[src/rtl/piano_pkg.sv]
// Shared types and constants for the piano note sequencer.
// FSM encoding plus tone-word and scale-ROM address widths.
package piano_pkg;

    localparam int FCW_WIDTH      = 24;
    localparam int ROM_ADDR_WIDTH = 8;

    typedef enum logic [2:0] {
        ST_IDLE,
        ST_READ,
        ST_LOOKUP,
        ST_ECHO,
        ST_PLAY
    } state_e;

endpackage

[src/rtl/piano_note_sequencer_note_length_reg.sv]
// Saturating up/down note-length register.
// Sums are formed one bit wider than the register so they never wrap.
module note_length_reg
    import piano_pkg::*;
#(
    parameter int INIT  = 25_000_000,
    parameter int STEP  = 2_500_000,
    parameter int MIN   = 2_500_000,
    parameter int MAX   = 62_500_000,
    parameter int WIDTH = 26
) (
    input  logic             clk,
    input  logic             rst,
    input  logic             up,
    input  logic             down,
    output logic [WIDTH-1:0] len
);

    localparam logic [WIDTH:0]   STEP_W = (WIDTH+1)'(STEP);
    localparam logic [WIDTH:0]   MIN_W  = (WIDTH+1)'(MIN);
    localparam logic [WIDTH:0]   MAX_W  = (WIDTH+1)'(MAX);
    localparam logic [WIDTH-1:0] INIT_W = WIDTH'(INIT);

    logic [WIDTH-1:0] len_q;
    logic [WIDTH-1:0] len_d;
    logic [WIDTH:0]   sum;
    logic [WIDTH:0]   diff;

    // Next length: clamp the widened sum/difference into [MIN, MAX]
    always_comb begin
        sum   = {1'b0, len_q} + STEP_W;
        diff  = {1'b0, len_q} - STEP_W;
        len_d = len_q;
        if (up && !down) begin
            if (sum > MAX_W) len_d = MAX_W[WIDTH-1:0];
            else             len_d = sum[WIDTH-1:0];
        end else if (down && !up) begin
            if (diff[WIDTH] || diff < MIN_W) len_d = MIN_W[WIDTH-1:0];
            else                             len_d = diff[WIDTH-1:0];
        end
    end

    // Length register, returns to the power-on length on reset
    always_ff @(posedge clk or posedge rst) begin
        if (rst) len_q <= INIT_W;
        else     len_q <= len_d;
    end

    assign len = len_q;

endmodule

[src/rtl/piano_note_sequencer.sv]
// Pops keystrokes from the UART RX FIFO, looks up their tone word,
// echoes them to the TX FIFO and plays the note for len_reg cycles.
module piano_note_sequencer
    import piano_pkg::*;
#(
    parameter int NOTE_LEN_INIT = 25_000_000,
    parameter int LEN_STEP      = 2_500_000,
    parameter int LEN_MIN       = 2_500_000,
    parameter int LEN_MAX       = 62_500_000,
    parameter int LEN_WIDTH     = 26
) (
    input  logic                      clk,
    input  logic                      rst,
    input  logic [7:0]                ua_rx_data,
    input  logic                      ua_rx_empty,
    output logic                      ua_rx_rd_en,
    output logic [7:0]                ua_tx_din,
    input  logic                      ua_tx_full,
    output logic                      ua_tx_wr_en,
    output logic [ROM_ADDR_WIDTH-1:0] rom_addr,
    input  logic [FCW_WIDTH-1:0]      rom_data,
    input  logic                      length_up,
    input  logic                      length_down,
    output logic [FCW_WIDTH-1:0]      fcw,
    output logic                      note_en
);

    localparam logic [LEN_WIDTH-1:0] CNT_ONE = LEN_WIDTH'(1);

    state_e                 state_q;
    state_e                 state_d;
    logic [7:0]             char_q;
    logic [7:0]             char_d;
    logic [FCW_WIDTH-1:0]   fcw_q;
    logic [FCW_WIDTH-1:0]   fcw_d;
    logic [LEN_WIDTH-1:0]   cnt_q;
    logic [LEN_WIDTH-1:0]   cnt_d;
    logic [LEN_WIDTH-1:0]   len;
    logic                   echo_go;
    logic                   play_go;

    note_length_reg #(
        .INIT  (NOTE_LEN_INIT),
        .STEP  (LEN_STEP),
        .MIN   (LEN_MIN),
        .MAX   (LEN_MAX),
        .WIDTH (LEN_WIDTH)
    ) u_len (
        .clk  (clk),
        .rst  (rst),
        .up   (length_up),
        .down (length_down),
        .len  (len)
    );

    assign echo_go = (state_q == ST_ECHO) && !ua_tx_full;
    assign play_go = echo_go && (fcw_q != '0);

    // State register
    always_ff @(posedge clk or posedge rst) begin
        if (rst) state_q <= ST_IDLE;
        else     state_q <= state_d;
    end

    // Next-state logic: one character at a time, stall in ECHO on TX full
    always_comb begin
        state_d = state_q;
        unique case (state_q)
            ST_IDLE:   if (!ua_rx_empty) state_d = ST_READ;
            ST_READ:   state_d = ST_LOOKUP;
            ST_LOOKUP: state_d = ST_ECHO;
            ST_ECHO: begin
                if (play_go)      state_d = ST_PLAY;
                else if (echo_go) state_d = ST_IDLE;
            end
            ST_PLAY:   if (cnt_q == CNT_ONE) state_d = ST_IDLE;
            default:   state_d = ST_IDLE;
        endcase
    end

    // Datapath next values; length is sampled only when PLAY is entered
    always_comb begin
        char_d = char_q;
        fcw_d  = fcw_q;
        cnt_d  = cnt_q;
        if (state_q == ST_READ)   char_d = ua_rx_data;
        if (state_q == ST_LOOKUP) fcw_d  = rom_data;
        if (play_go)                cnt_d = len;
        else if (state_q == ST_PLAY) cnt_d = cnt_q - CNT_ONE;
    end

    // Datapath registers
    always_ff @(posedge clk or posedge rst) begin
        if (rst) begin
            char_q <= '0;
            fcw_q  <= '0;
            cnt_q  <= '0;
        end else begin
            char_q <= char_d;
            fcw_q  <= fcw_d;
            cnt_q  <= cnt_d;
        end
    end

    // Outputs decoded from the current state
    always_comb begin
        ua_rx_rd_en = (state_q == ST_IDLE) && !ua_rx_empty;
        ua_tx_wr_en = echo_go;
        note_en     = (state_q == ST_PLAY);
        fcw         = note_en ? fcw_q : '0;
        rom_addr    = char_q;
        ua_tx_din   = char_q;
    end

endmodule

[config.mk]
export PLATFORM = sky130hd
export DESIGN_NAME = piano_note_sequencer
export DESIGN_NICKNAME = d
export VERILOG_FILES = /design/src/rtl/piano_pkg.sv /design/src/rtl/piano_note_sequencer_note_length_reg.sv /design/src/rtl/piano_note_sequencer.sv
export SDC_FILE = /design/constraint.sdc
export NUM_CORES = 1
export LEC_CHECK = 0
export BUFFER_PORTS_ARGS = -buffer_cell sky130_fd_sc_hd__buf_2
export CELL_PAD_IN_SITES_DETAIL_PLACEMENT = 1
export CELL_PAD_IN_SITES_GLOBAL_PLACEMENT = 1
export CORE_MARGIN = 3
export CORE_UTILIZATION = 40
export CTS_CLUSTER_DIAMETER = 120
export CTS_CLUSTER_SIZE = 24
export DETAILED_ROUTE_END_ITERATION = 8
export PLACE_DENSITY_LB_ADDON = 0.1
export SLEW_MARGIN = 0
export SYNTH_ARGS = -nofsm -noshare
export SYNTH_HDL_FRONTEND = slang
export SYNTH_SLANG_ARGS = --single-unit
[constraint.sdc]
create_clock -name clk -period 3.1 [get_ports clk]
set_input_delay 0.62 -clock clk [delete_from_list [all_inputs] [get_ports clk]]
set_output_delay 0.62 -clock clk [all_outputs]
set_load 0.005 [all_outputs]
; ---- Yosys cells after proc, flatten, opt, wreduce, memory -nomap -nowiden
; Cells that the tools add are included.
[op_classes]
n_div = 0
n_shift = 0
mux = 12
bitwise = 0
order_cmp = 2
n_reduce_logical = 15
add_sub_neg = 3
mul = 0
n_eq_ne = 8
[ops]
columns = operator, n
row1 = 26-bit two-way mux, 6
row2 = 26-bit by 22-bit adder with 27-bit output (second input constant), 1
row3 = 27-bit by 26-bit greater-than comparator with 1-bit output (second input constant), 1
row4 = 27-bit by 22-bit < comparator with 1-bit output (second input constant), 1
row5 = 26-bit by 22-bit subtractor with 27-bit output (second input constant), 1
row6 = 26-bit by 1-bit == test with 1-bit output (second input constant), 1
row7 = 26-bit by 1-bit subtractor with 26-bit output (second input constant), 1
row8 = 24-bit two-way mux, 1
row9 = 24-bit nonzero test, 1
row10 = 3-bit one-hot mux with 5 select lines, 1
row11 = 3-bit two-way mux, 4
row12 = 3-bit by 2-bit == test with 1-bit output (second input constant), 2
row13 = 1-bit logical AND, 5
row14 = 1-bit zero test, 4
row15 = 2-bit nonzero test, 2
row16 = 3-bit by 1-bit == test with 1-bit output (second input constant), 1
row17 = 3-bit == test (second input constant), 1
row18 = 3-bit zero test, 1
row19 = 3-bit != test (second input constant), 1
row20 = 3-bit AND reduction, 1
row21 = 2-bit by 1-bit != test with 1-bit output (second input constant), 1
row22 = 2-bit != test (second input constant), 1
row23 = 1-bit logical OR, 1
[word_totals]
reg_bits = 87
mem_count = 0
mem_bits_rw = 0
latchBits = 0
mem_bits_ro = 0
elab_cells = 45
out_inout_bits = 43
input_bits = 38

; ---- Longest topological paths before layout
; Gate-level depths: netlist (run 1).
[logic_depth]
depth_word = 6
depth_mapped = 14
ltp_nobuf = 11

; ---- Hierarchy
; Synthesis (run 1) repeated with hierarchy kept, for this count alone.
[hier_totals]
cells_unflattened = 705
area_unflattened_um2 = 6326.1
[modules_own_cells]
columns = module, area_per_inst_um2, cells_each, instances, seq_area_each_um2
row1 = note_length_reg, 3166.8, 408, 1, 540.5
row2 = piano_note_sequencer, 3159.3, 297, 1, 1526.5

; ---- Worst setup path before layout (run 1)
; Ideal clock, no wire load.
[synth_path]
path_kind = flip-flop to flip-flop
start = register u_len.len_q[6] (netlist: u_len.len[6])
end = register u_len.len_q[17] (netlist: u_len.len[17])
t_arrival_ns = 2.766
slack_ns = 0.202
required_time_ns = 2.969
synth_period_minus_slack_ns = 2.898
path_stages_with_launch = 14
setup_ns = 0.131
n_path_buf = 2
path_cell_list = dfstp_2 > buf_6 > inv_1 > ha_1 > buf_2 > and4b_1 > nor2_2 > xnor2_1 > nor4_1 > nor3_1 > o311a_2 > a21bo_2 > nor4b_1 > o31ai_1
[synth_via]
elab_chain_cells = 6
elab_cells_between_ends = 9
classes_between = add/sub (2) / order compare (2) / mux (4) / reduce/logical (1)
[synth_lines]
columns = item, line
row1 = "start, declared", piano_note_sequencer_note_length_reg.sv:24  ; logic [WIDTH-1:0] len_q;
row2 = "start signal, assigned", piano_note_sequencer_note_length_reg.sv:46  ; else len_q <= len_d;
row3 = 26-bit by 22-bit subtractor with 27-bit output, piano_note_sequencer_note_length_reg.sv:32  ; diff = {1'b0, len_q} - STEP_W;
row4 = 27-bit by 22-bit < comparator with 1-bit output, piano_note_sequencer_note_length_reg.sv:38  ; if (diff[WIDTH] || diff < MIN_W) len_d = MIN_W[WIDTH-1:0];
row5 = 1-bit logical OR, piano_note_sequencer_note_length_reg.sv:38
row6 = 26-bit two-way mux, piano_note_sequencer_note_length_reg.sv:38
row7 = 26-bit two-way mux, piano_note_sequencer_note_length_reg.sv:37  ; end else if (down && !up) begin
row8 = 26-bit two-way mux *, piano_note_sequencer_note_length_reg.sv:34  ; if (up && !down) begin
; Every way passes the cells marked *; elsewhere a longest branch is shown, timed or not. The select of a mux whose other input is x is not followed.
; A chain may end at the register's enable or synchronous reset.

; ---- Worst setup path after layout (run 1)
[layout_path]
start = register u_len.len_q[6] (netlist: u_len.len[6])
end = register u_len.len_q[11] (netlist: u_len.len[11])
; The elaborated chain is that of the path after synthesis.

==> results of run 1 <==
## worst reg2reg max path, delay by kind of cell, from the launching register on
| kind | cells | cell delay (ns) |
|---|---|---|
| simple gates | 3 | 0.46 |
| fa+ha+maj | 1 | 0.19 |
| compound gates | 6 | 1.39 |
| buf+inv | 3 | 0.34 |
| flops | 1 | 0.58 |
## area by class of cell
class                   instances  area share, %
clock inverters                 6          0.877
well taps                     180           3.03
clock buffers                  10           3.22
repair buffers                158           13.6
inverters                      15          0.775
flip-flops and latches         82           27.9
multi-input cells             521           50.7
## placed cells by master (no fill, tap or decap), types with 5 or more instances in the layout
cell       netlist  layout
buf_2           17      80
buf_4           10      75
dfrtp_1         70      69
nand2_1         55      55
o21ai_0         46      40
nor2_1          39      39
a21oi_1         34      32
mux2_2          33      32
and3_1          27      27
nor3_1          27      22
nand3_1         22      22
nor4_1          18      16
xnor2_1         18      16
inv_1           14      12
dfstp_2         12      12
or3_1           11      11
o211ai_1        10      10
a31oi_1         10      10
a211o_1         12       9
clkbuf_16        0       9
o21ai_1          3       7
o22ai_1          7       7
o21a_1           6       6
o221ai_1         7       6
nor3_2           1       6
nand3b_1         6       6
or2_2            6       6
xor2_1           6       6
a221o_1          6       6
ha_1             7       6
nand4_1          5       5
nand2b_1         5       5
o311ai_0         5       5
o31ai_1          6       5
o21ai_2          3       5
## synth_stat cells (4+ instances only)
cell type,n,share of area [%]
nand4_1,5,0.53
o21a_1,6,0.76
nor4_1,18,1.9
nor3_1,27,2.3
xor2_1,6,0.89
nand2_1,55,3.5
dfstp_2,12,5.3
nand2b_1,5,0.53
buf_4,10,1.3
xnor2_1,18,2.7
and3_1,27,2.9
o22ai_1,7,0.74
dfrtp_1,70,30
a211o_1,12,1.8
clkbuf_1,28,1.8
a31oi_1,10,1.1
o21ai_0,46,3.9
a22oi_1,4,0.51
or2_2,6,0.64
or4_1,4,0.51
nand3b_1,6,0.76
a221o_1,6,1.0
o311ai_0,5,0.74
a211oi_1,5,0.64
o31ai_1,6,0.76
nand3_1,22,1.9
buf_2,17,1.4
a21o_1,5,0.64
ha_1,7,1.5
a21oi_1,34,2.9
mux2_2,33,6.3
nor2_1,39,2.5
o211ai_1,10,1.3
or3_1,11,1.2
inv_1,14,0.89
o221ai_1,7,1.0
## power breakdown
part / internal (W) / switching [W] / total [W] / leakage (nW)
combinational: 0.00232 / 0.00295 / 0.00527 / 2.06
clock: 0.000648 / 0.000467 / 0.00112 / 0.149
sequential: 0.00167 / 0.000724 / 0.00239 / 0.972
## layer usage
layer  wire length, um  up-vias  global-route usage (%)
met2             10500      195                    43.7
li1                  -     2765                       -
met4               555        0                    9.15
met1              9060     3022                    32.4
met3               982       41                    3.47
met5                 0        -                       0
## through the flow
stage	utilization (%)	std cells
6_report	52.5	972
5_1_grt	52.5	972
4_1_cts	50.2	964
3_5_place_dp	48.0	948
3_3_place_gp	48.0	948
2_1_floorplan	-	675
## cell families after synthesis
group / synth area share, %
AOI/OAI and AO/OA: 24.7
adders and majority gates: 1.49
buffers and inverters: 5.96
xor gates and xnor gates: 3.56
muxes: 6.81
DFF: 35.1
and+or+nand+nor: 22.4
## path summary, 6_finish.rpt
check                                         start                   endpoint  slack [ns]  cells past startpoint
max reg2reg                u_len.len[6]$_DFFE_PP1P_  u_len.len[11]$_DFFE_PP1P_        0.06                     13
min reg2reg                    cnt_q[5]$_DFFE_PP0P_       cnt_q[5]$_DFFE_PP0P_        0.52                      2
min                                             rst     state_q[0]$_DFFE_PP0P_        0.39                      2
max in group asynchronous                       rst  u_len.len[20]$_DFFE_PP1P_        1.97                      3
max                        u_len.len[6]$_DFFE_PP1P_  u_len.len[11]$_DFFE_PP1P_        0.06                     13
min in group clk                        rom_data[2]       fcw_q[2]$_DFFE_PP0P_        0.51                      2
## what timing repair did
action / 4_1_cts / 5_1_grt
setup endpoints to repair: 12 / 19
cloned: 0 / 2
gates resized for setup: 3 / 47
pin swaps: 0 / 14
setup buffers: 0 / 6
==> metrics, run 1 <==
Post-Syn Instances 675; fin crit share 98.0%; CTS Sinks 82; Hold Slack 0.388 ns; HP Class in2async; Clock Tree Buf Depth 2; sequential element share of the synthesized area 35.1%; Max-cap violations 0; Clock Tree Root clkbuf_16; design area 7420 um^2; via/cell ratio 6.20; crit path kind reg2reg; Routed WL 21100 um; Setup TNS Final 0 ns; crit path max-delay cell type dfstp_2; # setup viols final 0; syn avg cell area 8.74 um^2; pin count of the biggest net entering global routing 44; first-pass GRT wire length 33300 um; Worst-path clk slew 0.07 ns; n_diodes 0; share of cells above drive strength 1 35.4%; Yosys cell types 81; Rows 43; Placed Area 6790 um^2; CP Cell Sequence inv_2 > ha_4 > and4b_2 > buf_4 > nor3_2 > o21ai_2 > buf_4 > nand2_1 > o311ai_1 > o311a_4 > a21bo_2 > o31ai_1 > a221o_1; Syn-to-layout area delta 25.9%; crit path DAT 3.31 ns; # port buffers 80; Core ar. 14100 um^2; Reg area 2070 um^2; RSZ-0062 raised after global routing true; Starting DRT DRC Count 364; relative slew slack 49.9%; GRT Resource Usage Total 25.3%; drt pass-1 iters 5; critical-path maximum fanout 8; clk_lat worst skew 0.34 ns; hold_buf cts 0; Worst setup EP type flip-flop; #FFs+latches synth 82; EDFF count, synth 0; via count 6023; Post-Place Setup Slack -0.118 ns; Final WS setup 0.0610 ns; Syn Std Cell Area 5900 um^2; ys async rst share 100%; Multi-input gate area 3760 um^2; DRT antenna net count 0; largest stage delay on the critical path 0.58 ns; H-tree depth 3; post-DP HPWL 15300 um; Hold Violations, Final 0; routability cong. 0.901; Worst Tran Pin Value 0.751 ns; die width 127 um; drc violations 0; Slew Limit Fails 0; Crit path max-delay family compound AO/OA/AOI/OAI gates; Top FF cell, synth dfrtp_1; antenna violations before repair 0; Die ar. 16200 um^2; status completed; cts bufs inserted 9; Die Y 127 um; worst endpoint required time 3.37 ns; Yosys warning total 0; CTS tree yes; Starting Density 41.7%; cell area power density 1180 nW/um^2; Setup Skew 0.00821 ns; worst vdd ir 447 uV; max reg flops 26; worst path bufs/invs 3; final net count 832; post-layout total power 0.00877 W; vias in the first global route 6172; min cycle time layout 3.04 ns; # fillers 1659; I/O Pins 81; Syn Nets 720; Static Leak 3.18 nW; grt ovf 0; routed len/inst 21.7 um; most used cell, CP buf_4; Max Clock Freq 329 MHz; Critical Path Source Type flip-flop
Note: power is estimated with default switching activity, not from simulation.
==> inputs of run 2 (changes only) <==
Settings changed: CORE_MARGIN 3 to not set, CORE_UTILIZATION 40 to 44.
==> run 2 against run 1 <==
  * Sequential power is essentially flat
  * Flip-flop and latch count is the same
  * Global-route usage grew 4.7 points
  * Power shrank 5.6%
  * Hold slack lost 0.033 ns
  * Maximum frequency grew 0.34%
  * Die area shrank 15%
  * Via count shrank 1.1%
  * Worst setup slack gained 0.010 ns
  * First-iteration DRC count grew 5.2%
  * Routed wire length shrank 3.9%
==> metrics, run 2 (same netlist as run 1, synthesis figures left out) <==
Max Clock Freq 330 MHz (was 329 MHz); Clock Tree Root clkbuf_16 (unchanged); worst vdd ir 463 uV (was 447 uV); Syn-to-layout area delta 20.0% (was 25.9%); HP Class in2async (unchanged); routability cong. 0.973 (was 0.901); final net count 814 (was 832); Max-cap violations 0 (unchanged); DRT antenna net count 0 (unchanged); Rows 41 (was 43); fin util 55.2% (was 52.5%); crit path kind reg2reg (unchanged); Setup Skew 0.00793 ns (was 0.00821 ns); Int Pwr 0.00439 W (was 0.00464 W); critical-path maximum fanout 13 (was 8); # fillers 1511 (was 1659); grt ovf 0 (unchanged); I/O Pins 81 (unchanged); P_sw 0.00389 W (was 0.00414 W); die width 118 um (was 127 um); Comb power frac 58.0% (was 60.0%); CTS tree yes (unchanged); Static Leak 3.04 nW (was 3.18 nW); Reg area 2070 um^2 (about the same); max reg flops 26 (unchanged); antenna violations before repair 0 (unchanged); via count 5958 (was 6023); via/cell ratio 6.30 (was 6.20); Die ar. 13900 um^2 (was 16200 um^2); routed len/inst 21.5 um (was 21.7 um); Worst Tran Pin Value 0.683 ns (was 0.751 ns); Routed WL 20300 um (was 21100 um); Multi-input gate area 3550 um^2 (was 3760 um^2); vias in the first global route 6034 (was 6172); leading cell type in the layout, fill and taps excluded buf_2 (unchanged); Slew Limit Fails 0 (unchanged); fin crit share 97.7% (was 98.0%); crit path DAT 3.30 ns (was 3.31 ns); cell area power density 1170 nW/um^2 (was 1180 nW/um^2); clk_lat worst skew 0.35 ns (was 0.34 ns); Worst-path clk slew 0.06 ns (was 0.07 ns); # port buffers 80 (unchanged); H-tree depth 3 (unchanged); n_diodes 0 (unchanged); cts bufs inserted 9 (unchanged); status completed (unchanged); Die Y 118 um (was 127 um); hold_buf cts 0 (unchanged); share of cells above drive strength 1 31.7% (was 35.4%); RSZ-0062 raised after global routing false (was true); min cycle time layout 3.03 ns (was 3.04 ns); Worst setup EP type flip-flop (unchanged); # setup viols final 0 (unchanged); Critical Path Source Type flip-flop (unchanged); CTS Sinks 82 (unchanged); relative slew slack 54.4% (was 49.9%); worst endpoint required time 3.37 ns (about the same); Hold Violations, Final 0 (unchanged); Net Sw Frac 47.0% (was 47.2%); first-pass GRT wire length 33000 um (was 33300 um); drc violations 0 (unchanged); Setup TNS Final 0 ns (unchanged); Clk pwr share 13.2% (was 12.7%); power share of the sequential group 28.9% (was 27.3%); post-DP HPWL 14900 um (was 15300 um); Starting DRT DRC Count 383 (was 364); pin count of the biggest net entering global routing 51 (was 44); most frequent cells in the layout buf_2, dfrtp_1, buf_4, nand2_1, o21ai_0 (was buf_2, buf_4, dfrtp_1, nand2_1, o21ai_0); drt pass-1 iters 5 (unchanged); Clock Tree Buf Depth 2 (unchanged); Core ar. 12800 um^2 (was 14100 um^2); GRT Resource Usage Total 30.1% (was 25.3%); Starting Density 46.0% (was 41.7%)
## run 2: stage by stage
step / hold WS [ns] / area, um^2 / total power [W] / instances / setup WS, ns
after floorplan: 0.471 / 5900 / 0.00535 / 675 / 0.202
after global placement: 0.497 / 6680 / 0.00674 / 927 / 0.00142
after detailed placement: 0.500 / 6680 / 0.00695 / 927 / 0.0240
after CTS: 0.363 / 6980 / 0.00808 / 942 / 0.00521
after global routing: 0.399 / 7080 / 0.00882 / 945 / 0.000430
final: 0.355 / 7080 / 0.00828 / 945 / 0.0714
## run 2: layout make-up
cell class | instances | area share [%]
repair buffers | 142 | 12.5
flip-flops and latches | 82 | 29.2
multi-input cells | 519 | 50.2
clock inverters | 4 | 0.743
clock buffers | 11 | 3.43
inverters | 15 | 0.813
well taps | 172 | 3.04
## run 2: routing by layer
| layer | up-vias | wire length (um) | global-route usage (%) |
|---|---|---|---|
| met3 | 42 | 999 | 4.22 |
| met1 | 2989 | 8760 | 39.2 |
| met2 | 188 | 9970 | 49.5 |
| met5 | - | 0 | 0 |
| met4 | 0 | 567 | 13.1 |
| li1 | 2739 | - | - |
## run 2: worst paths after layout
path | to | cells past startpoint | slack (ns) | from
worst min-delay path | cnt_q[9]$_DFFE_PP0P_ | 2 | 0.36 | rst
max in group asynchronous | u_len.len[22]$_DFFE_PP1P_ | 3 | 1.98 | rst
worst min register to register | cnt_q[5]$_DFFE_PP0P_ | 2 | 0.52 | cnt_q[5]$_DFFE_PP0P_
worst max register to register | u_len.len[13]$_DFFE_PP1P_ | 11 | 0.07 | u_len.len[15]$_DFFE_PP0P_
worst max-delay path | u_len.len[13]$_DFFE_PP1P_ | 11 | 0.07 | u_len.len[15]$_DFFE_PP0P_
min in group clk | fcw_q[16]$_DFFE_PP0P_ | 2 | 0.50 | rom_data[16]
## run 2: timing repair
item | 4_1_cts | 5_1_grt
resized for setup | 2 | 18
pin swaps | 0 | 5
setup buffers | 0 | 3
endpoints found under the setup margin | 9 | 18
## run 2: power groups by stage
stage	Sequential (W)	Clock (W)	Combinational (W)
floorplan	0.00200	0	0.00335
global placement	0.00232	0	0.00442
detailed placement	0.00237	0	0.00457
CTS	0.00236	0.00111	0.00461
global route	0.00248	0.00115	0.00520
finish	0.00239	0.00109	0.00480
## run 2: worst max-delay path, cell delays in order, from the launching register on
cell      delay [ns]
dfrtp_1         0.68
buf_4           0.26
nor4_1          0.07
or2_2           0.32
o21ai_2         0.30
nand2_1         0.16
o311ai_1        0.15
o311a_4         0.30
a21oi_2         0.07
buf_4           0.17
a221o_1         0.33
o22ai_1         0.15
==> inputs of run 3 (changes only) <==
Settings changed: CAP_MARGIN set to 15, CORE_UTILIZATION 44 to 40, PLACE_DENSITY set to 0.73, PLACE_DENSITY_LB_ADDON 0.1 to not set.
Clock period 3.1 ns to 2.7 ns, I/O delays scaled along.
==> run 3 against run 2 <==
  * The run now ends with negative setup slack left
  * Design area is 16% higher
  * Global-route usage increased by 0.70 points
  * Via count is 8.7% higher
  * Clock skew up 0.0017 ns
  * Hold slack got worse by 0.12 ns
==> metrics, run 3 (same netlist as run 1, synthesis figures left out) <==
Max-cap violations 0 (unchanged); largest stage delay on the critical path 0.47 ns (was 0.68 ns); post-DP HPWL 16400 um (was 14900 um); worst reg2reg path startpoint u_len.len[10]$_DFFE_PP0P_ (was u_len.len[15]$_DFFE_PP0P_); Worst setup EP type flip-flop (unchanged); Clock Tree Buf Depth 2 (unchanged); Setup TNS Final -6.54 ns (was 0 ns); clk_lat worst skew 0.35 ns (about the same); Critical Path Source Type flip-flop (unchanged); Syn-to-layout area delta 39.5% (was 20.0%); Worst path depth 11 (unchanged); Die ar. 15200 um^2 (was 13900 um^2); routability cong. 0.941 (was 0.973); vias in the first global route 6470 (was 6034); CTS tree yes (unchanged); first-pass GRT wire length 35300 um (was 33000 um); Die Y 123 um (was 118 um); via/cell ratio 6.23 (was 6.30); # setup viols final 20 (was 0); Crit path max-delay family compound AO/OA/AOI/OAI gates (unchanged); drt pass-1 iters 5 (unchanged); HP Class in2async (unchanged); Reg2Reg Setup Slack -0.46 ns (was 0.07 ns); crit path kind reg2reg (unchanged); # port buffers 80 (unchanged); via count 6476 (was 5958); Static Leak 3.57 nW (was 3.04 nW); CTS Sinks 82 (unchanged); DRT antenna net count 0 (unchanged); most frequent cells in the layout buf_4, buf_2, dfrtp_1, nand2_1, o21ai_0 (was buf_2, dfrtp_1, buf_4, nand2_1, o21ai_0); leading cell type in the layout, fill and taps excluded buf_4 (was buf_2); n_diodes 0 (unchanged); post-layout total power 0.0115 W (was 0.00828 W); Rows 44 (was 41); status complete, but fails checks (was completed); antenna violations before repair 0 (unchanged); Slew Limit Fails 0 (unchanged); CP Cell Sequence buf_4 > a211oi_1 > nand2_2 > a21oi_1 > a31oi_1 > o311a_4 > buf_4 > a21bo_4 > buf_6 > nor4b_4 > o31ai_1 (was buf_4 > nor4_1 > or2_2 > o21ai_2 > nand2_1 > o311ai_1 > o311a_4 > a21oi_2 > buf_4 > a221o_1 > o22ai_1); violated checks negative setup slack; hold_buf cts 0 (unchanged); RSZ-0062 raised after global routing true (was false); min cycle time layout 3.16 ns (was 3.03 ns); fin crit share 117% (was 97.7%); Routed WL 23100 um (was 20300 um); GRT Resource Usage Total 30.7% (was 30.1%); cell area power density 1390 nW/um^2 (was 1170 nW/um^2); most used cell, CP buf_4 (unchanged); max reg flops 26 (unchanged); I/O Pins 81 (unchanged); H-tree depth 3 (unchanged); relative slew slack 55.2% (was 54.4%); Core ar. 14500 um^2 (was 12800 um^2); final net count 896 (was 814); cts bufs inserted 9 (unchanged); grt ovf 0 (unchanged); Worst Tran Pin Value 0.667 ns (was 0.683 ns); Final WS setup -0.457 ns (was 0.0714 ns); share of cells above drive strength 1 45.1% (was 31.7%); pin count of the biggest net entering global routing 49 (was 51); # fillers 1658 (was 1511); drc violations 0 (unchanged); Starting DRT DRC Count 402 (was 383); crit path DAT 3.39 ns (was 3.30 ns); Post-Place Setup Slack -0.512 ns (was 0.0240 ns); routed len/inst 22.3 um (was 21.5 um); worst path bufs/invs 3 (was 2); Max Clock Freq 317 MHz (was 330 MHz); placed cell count 1009 (was 927); worst endpoint required time 2.93 ns (was 3.37 ns); Setup Skew 0.00965 ns (was 0.00793 ns); Layout Cells excl Fill 1040 (was 945); critical-path maximum fanout 10 (was 13); crit path max-delay cell type a211oi_1 (was dfrtp_1); Hold Violations, Final 0 (unchanged); worst vdd ir 699 uV (was 463 uV); R2R depth 11 (unchanged); Starting Density 40.7% (was 46.0%); worst r2r dst u_len.len[17]$_DFFE_PP0P_ (was u_len.len[13]$_DFFE_PP1P_); Worst-path clk slew 0.07 ns (was 0.06 ns); die width 123 um (was 118 um); Clock Tree Root clkbuf_16 (unchanged)
==> run 3: changes by cell type in the layout (fill, tap and decap cells not counted), sizes merged <==
cell | previous run | this run
a21oi | 37 | 38
buf | 142 | 223
clkbuf | 11 | 10
clkinv | 5 | 3
inv | 13 | 17
==> run 3: layout make-up <==
| type | count | area (um^2) | area share [%] |
|---|---|---|---|
| clock buffer | 10 | 229 | 2.78 |
| clock inverter | 6 | 72.6 | 0.882 |
| inverter | 15 | 60.1 | 0.730 |
| multi-input combinational | 520 | 4010 | 48.8 |
| sequential | 82 | 2070 | 25.2 |
| tap | 184 | 230 | 2.80 |
| timing repair buffer | 223 | 1550 | 18.9 |
==> run 3: routing by layer <==
layer	GRT usage, %	routed length, um
met3	5.58	1370
met1	38.6	9740
met4	13.1	915
met2	51.6	11100
met5	0	0
==> run 3: timing repair <==
item                                    4_1_cts  5_1_grt
pin swaps                                    24       27
gates resized for setup                      76       39
setup buffers                                 8       10
endpoints found under the setup margin       20       24
gates cloned                                  1        0
==> run 3: worst max path at each step <==
stage / to / startpoint
finish: u_len.len[17]$_DFFE_PP0P_ / u_len.len[10]$_DFFE_PP0P_
global route: u_len.len[17]$_DFFE_PP0P_ / u_len.len[6]$_DFFE_PP1P_
CTS: u_len.len[13]$_DFFE_PP1P_ / u_len.len[6]$_DFFE_PP1P_
detailed placement: u_len.len[13]$_DFFE_PP1P_ / u_len.len[5]$_DFFE_PP0P_
global placement: u_len.len[13]$_DFFE_PP1P_ / u_len.len[5]$_DFFE_PP0P_
floorplan: u_len.len[19]$_DFFE_PP1P_ / u_len.len[6]$_DFFE_PP1P_
==> run 3: where the power goes <==
part           internal (W)  switching, W
logic               0.00348       0.00405
registers           0.00192      0.000722
clock network      0.000733      0.000557
==> run 3: stage by stage <==
| step | util (%) | instance area (um^2) | hold WS, ns |
|---|---|---|---|
| final | 56.8 | 8230 | 0.240 |
| after global routing | 56.8 | 8230 | 0.278 |
| after CTS | 55.1 | 7980 | 0.256 |
| after detailed placement | 50.1 | 7250 | 0.502 |
| after global placement | 50.1 | 7250 | 0.496 |
| after floorplan | - | 5930 | 0.471 |
